File: src/rtl/thee_mavg_filter_mc.sv
// thee_mavg_filter_mc: multi-channel TAPS-deep moving-average filter with saturating valid/ready output
module thee_mavg_filter_mc #(
  parameter int DATA_W = 16,
  parameter int TAPS = 4,
  parameter int CHANNELS = 2,
  parameter int CH_W = (CHANNELS > 1) ? $clog2(CHANNELS) : 1,
  parameter int SAT_MAX = 2 ** (DATA_W - 1) - 1,
  parameter int SAT_MIN = -(2 ** (DATA_W - 1))
) (
  input  logic              clk,
  input  logic              rst,
  input  logic              flush,
  input  logic              bypass,
  input  logic              in_valid,
  output logic              in_ready,
  input  logic [CH_W-1:0]   in_chan,
  input  logic [DATA_W-1:0] in_data,
  output logic              out_valid,
  input  logic              out_ready,
  output logic [CH_W-1:0]   out_chan,
  output logic [DATA_W-1:0] out_data,
  output logic              out_sat
);
  localparam int LT = $clog2(TAPS);
  localparam int SW = DATA_W + LT;
  localparam logic signed [SW-1:0] HI = SW'(SAT_MAX);
  localparam logic signed [SW-1:0] LO = SW'(SAT_MIN);
  logic signed [DATA_W-1:0] hist [CHANNELS][TAPS];
  logic signed [SW-1:0] sum [CHANNELS];
  logic [LT-1:0] ptr [CHANNELS];
  logic hit;
  logic signed [DATA_W-1:0] old;
  logic signed [SW-1:0] nsum, avg, res;
  always_comb begin
    in_ready = !flush && (!out_valid || out_ready);
    hit = in_valid && in_ready && ({1'b0, in_chan} < (CH_W + 1)'(CHANNELS));
    old = hist[in_chan][ptr[in_chan]];
    nsum = sum[in_chan] + SW'($signed(in_data)) - SW'(old);
    avg = bypass ? SW'($signed(in_data)) : nsum >>> LT;
    res = (avg > HI) ? HI : (avg < LO) ? LO : avg;
  end
  always_ff @(posedge clk) begin
    if (rst || flush) begin
      for (int i = 0; i < CHANNELS; i++) begin
        sum[i] <= '0;
        ptr[i] <= '0;
        for (int j = 0; j < TAPS; j++) hist[i][j] <= '0;
      end
      out_valid <= 1'b0;
      if (rst) begin
        out_chan <= '0;
        out_data <= '0;
        out_sat <= 1'b0;
      end
    end else if (hit) begin
      hist[in_chan][ptr[in_chan]] <= in_data;
      ptr[in_chan] <= ptr[in_chan] + 1'b1;
      sum[in_chan] <= nsum;
      out_valid <= 1'b1;
      out_chan <= in_chan;
      out_data <= res[DATA_W-1:0];
      out_sat <= avg != res;
    end else if (out_ready) begin
      out_valid <= 1'b0;
    end
  end
endmodule

File: config.mk
export PLATFORM = sky130hd
export DESIGN_NAME = thee_mavg_filter_mc
export DESIGN_NICKNAME = d
export VERILOG_FILES = /design/src/rtl/thee_mavg_filter_mc.sv
export SDC_FILE = /design/constraint.sdc
export NUM_CORES = 1
export LEC_CHECK = 0
export CELL_PAD_IN_SITES_DETAIL_PLACEMENT = 0
export CELL_PAD_IN_SITES_GLOBAL_PLACEMENT = 1
export CORE_MARGIN = 3
export CORE_UTILIZATION = 32
export CTS_BUF_LIST = sky130_fd_sc_hd__clkbuf_8
export CTS_CLUSTER_SIZE = 8
export DETAILED_ROUTE_END_ITERATION = 10
export GPL_TIMING_DRIVEN = 0
export HOLD_SLACK_MARGIN = 0.12
export PLACE_DENSITY_LB_ADDON = 0.1
export SLEW_MARGIN = 5
export SYNTH_ARGS = -nofsm -noshare
export SYNTH_HDL_FRONTEND = slang
export SYNTH_SLANG_ARGS = --single-unit
File: constraint.sdc
create_clock -name clk -period 5.5 [get_ports clk]
set_input_delay 1.65 -clock clk [delete_from_list [all_inputs] [get_ports clk]]
set_output_delay 1.65 -clock clk [all_outputs]
set_load 0.01 [all_outputs]
==> out/results.txt <==
EDFF count, synth: 186
Ports: 43
root buf cell: clkbuf_8
xor and xnor area share after synthesis: 1.28%
nets@finish: 933
Fill cells: 2863
Num CTS Buffers: 17
Worst-Skew Late Latency: 0.48 ns
largest family of logic cells by synthesized area: simple AND/OR/NAND/NOR gates
final setup fails: 0
Least-Margin Pin Slew: 1.07 ns
Critical Path Fanout Max: 8
clock sinks: 187
mux share of post-synthesis cell area: 6.21%
die area: 31900 sq um
PD cells: 345 nW/um^2
Vias/cell: 5.07
die span in y: 179 um
unrepaired setup endpoints after global routing: false
vias in the first global route: 6505
Worst Path Buf+Inv: 3
Residual DRC: 0
post-DP HPWL: 20100 um
critical setup path kind: input port to flip-flop
sequential power share: 44.5%
Final Util: 38.2%
Port Buffers: 42
row count: 62
delay-heaviest family, CP: compound AO/OA/AOI/OAI gates
simple-gate share of the synthesized area: 16.2%
Total Routing Usage GR: 17.7%
starting DRC count in detailed routing: 535
Total Negative Setup Slacks: 0 ns
Cell variety after synth: 56
Min-Delay Path Class: flip-flop to flip-flop
worst-case clock buffer depth: 2
area added between synthesis and finish: 16.2%
crit path cell chain: clkbuf_2 -> mux2_4 -> clkinv_4 -> mux4_2 -> nand2_1 -> o21ai_1 -> fa_1 -> inv_1 -> ha_1 -> o211ai_1 -> a21oi_2 -> o311a_4 -> or4_1 -> nand4_1 -> o21ai_1
CP endpoint kind: flip-flop
status: complete, no violations
first-pass GRT wire length: 41200 um
Overflow after GRT: 0
dominant synthesized flop cell: edfxtp_1
final max-slew violation count: 0
post-synth top area share: 58.5%
Mapped Avg Cell Area: 11.9 sq um
fraction of registers with async set/reset: 0%
Tmin final: 5.25 ns
crit path DAT: 5.47 ns
Routed wire per std cell: 21.6 um
Critical Path Most Common Cell: o21ai_1
final clock period utilization by the worst path: 95.4%
Antenna Cells: 0
commonest non-fill, non-tap cell in the layout: edfxtp_1
DRT antenna net count: 0
Synth area leader: edfxtp_1
Synth area leaders: edfxtp_1, nand2_1, mux4_2, nor2_1, fa_1
worst reg2reg setup slack: 0.89 ns
post-synthesis cell count: 801
Place WS: -2.26 ns
Clock Skews: 0.0251 ns
cell area after synthesis: 9550 sq um
Critical Path Start Type: input port
YS warnings: 0
flip-flop and latch area: 5610 sq um
Die Wd: 179 um
Peak VDD IR: 0.000131 V
final wirelength: 27300 um
post-synthesis net count: 864
Pre-Repair DR Iteration Count: 4
Sw Pwr: 1.36 mW
CTS tree: yes
Combinational Power Share: 29.9%
H-tree depth: 4
Initial Util: 32.9%
Synth Area in Compound Gates: 7.34%
internal cell power: 2.46 mW
initial antenna violation count: 0
Clock Power Share: 25.5%
multi-input logic area: 3690 sq um
register area share after synthesis: 58.7%
via count of the routed design: 6430
number of synthesized register bits: 187
CTS Hold Buffers Added: 0
final setup margin: 0.251 ns
Max stage delay on crit path: 0.53 ns
WP data required: 5.72 ns
Max Clock Freq: 190 MHz
sw frac: 35.6%
routability cong.: 0.852
Worst-path clk slew: 0.11 ns
most frequent cells in the layout: edfxtp_1, nand2_1, nor2_1, clkdlybuf4s50_1, and3_1
Core Box Area: 29000 sq um
slowest stage cell, crit path: mux4_2
Max-Cap Viols: 0
share of layout cells above drive strength 1: 12.9%
adder-cell share of the synthesized area: 6.58%
worst relative slew slack: 28.7%
largest net degree at the start of global routing: 22
Leakage: 4.38 nW
final hold violations: 0
-- layer usage --
layer | vias to the layer above | global-route usage, % | share of wire [%]
li1 | 3021 | - | -
met1 | 3256 | 25.6 | 48
met5 | - | 0 | 0
met4 | 0 | 3.86 | 1.2
met3 | 19 | 2.24 | 3.3
met2 | 134 | 28.8 | 48
-- final cells by class --
cell class,instances,area share (%)
flip-flops and latches,187,50.6
multi-input cells,534,33.3
well taps,384,4.33
repair buffers,50,4.32
plain buffers,45,2.40
clock buffers,17,2.11
clock inverters,15,1.70
inverters,35,1.25
-- power groups by stage --
stage          registers, mW  clock network, mW  logic [mW]
3_5_place_dp            1.74                  0        1.08
6_report                1.70              0.975        1.14
2_1_floorplan           1.74                  0       0.717
4_1_cts                 1.70              0.997        1.13
3_3_place_gp            1.73                  0        1.07
5_1_grt                 1.71               1.05        1.27
-- logic make-up after synthesis --
| group | after synthesis |
|---|---|
| AND/OR/NAND/NOR | 333 |
| buffers and inverters | 80 |
| XOR/XNOR | 14 |
| other | 1 |
| multiplexers | 38 |
| flip-flops | 187 |
| adder cells (fa/ha/maj) | 40 |
| AO/OA/AOI/OAI | 108 |
-- state kept, by name (all words and copies together), names as in the netlist --
signal and flops:
hist 128, sum 36, out_data 16, ptr 4, out_chan 1, out_sat 1
out_valid 1
-- per-stage QoR --
step	hold slack, ns	area, sq um	cells	total power, mW
2_1_floorplan	0.637	9550	801	2.45
3_3_place_gp	0.613	10400	1227	2.80
3_5_place_dp	0.613	10500	1228	2.81
4_1_cts	0.643	11000	1263	3.83
5_1_grt	0.732	11100	1267	4.03
6_report	0.641	11100	1267	3.82
-- synth_stat cells (17+ instances only) --
cell type,number
nand2_1,119
and3_1,38
inv_1,33
fa_1,17
nor2_1,91
nand3_1,19
ha_1,23
clkbuf_1,28
and2_1,37
a21oi_1,32
edfxtp_1,186
o21ai_0,36
-- what timing repair did --
item                                    CTS  global route
endpoints found under the setup margin  144            18
pin swaps                                 3             2
cloned                                    0             0
gates resized for setup                  49            10
setup buffers                             3             4
-- worst register-to-register path, cell delays in order, from the launching register on --
cell and delay (ns):
edfxtp_1 0.33, buf_2 0.32, buf_2 0.43, mux4_2 0.62, a21oi_2 0.29, fa_1 0.47
ha_1 0.31, clkdlybuf4s50_2 0.56, nand2_1 0.16, o21ai_0 0.11, a21oi_1 0.13, o21ai_0 0.15
xnor2_1 0.34, a21oi_1 0.15
-- final timing paths --
kind / from / cells after the start / endpoint
setup / recovery: in_chan / 15 / out_data[12]$_SDFFCE_PN0P_
hold / removal: out_valid$_SDFFE_PN0P_ / 3 / out_valid$_SDFFE_PN0P_
hold reg to reg: out_valid$_SDFFE_PN0P_ / 3 / out_valid$_SDFFE_PN0P_
setup reg to reg: ptr[1][0]$_SDFFCE_PN0P_ / 13 / out_data[15]$_SDFFCE_PN0P_
Note: power is estimated with default switching activity, not from simulation.
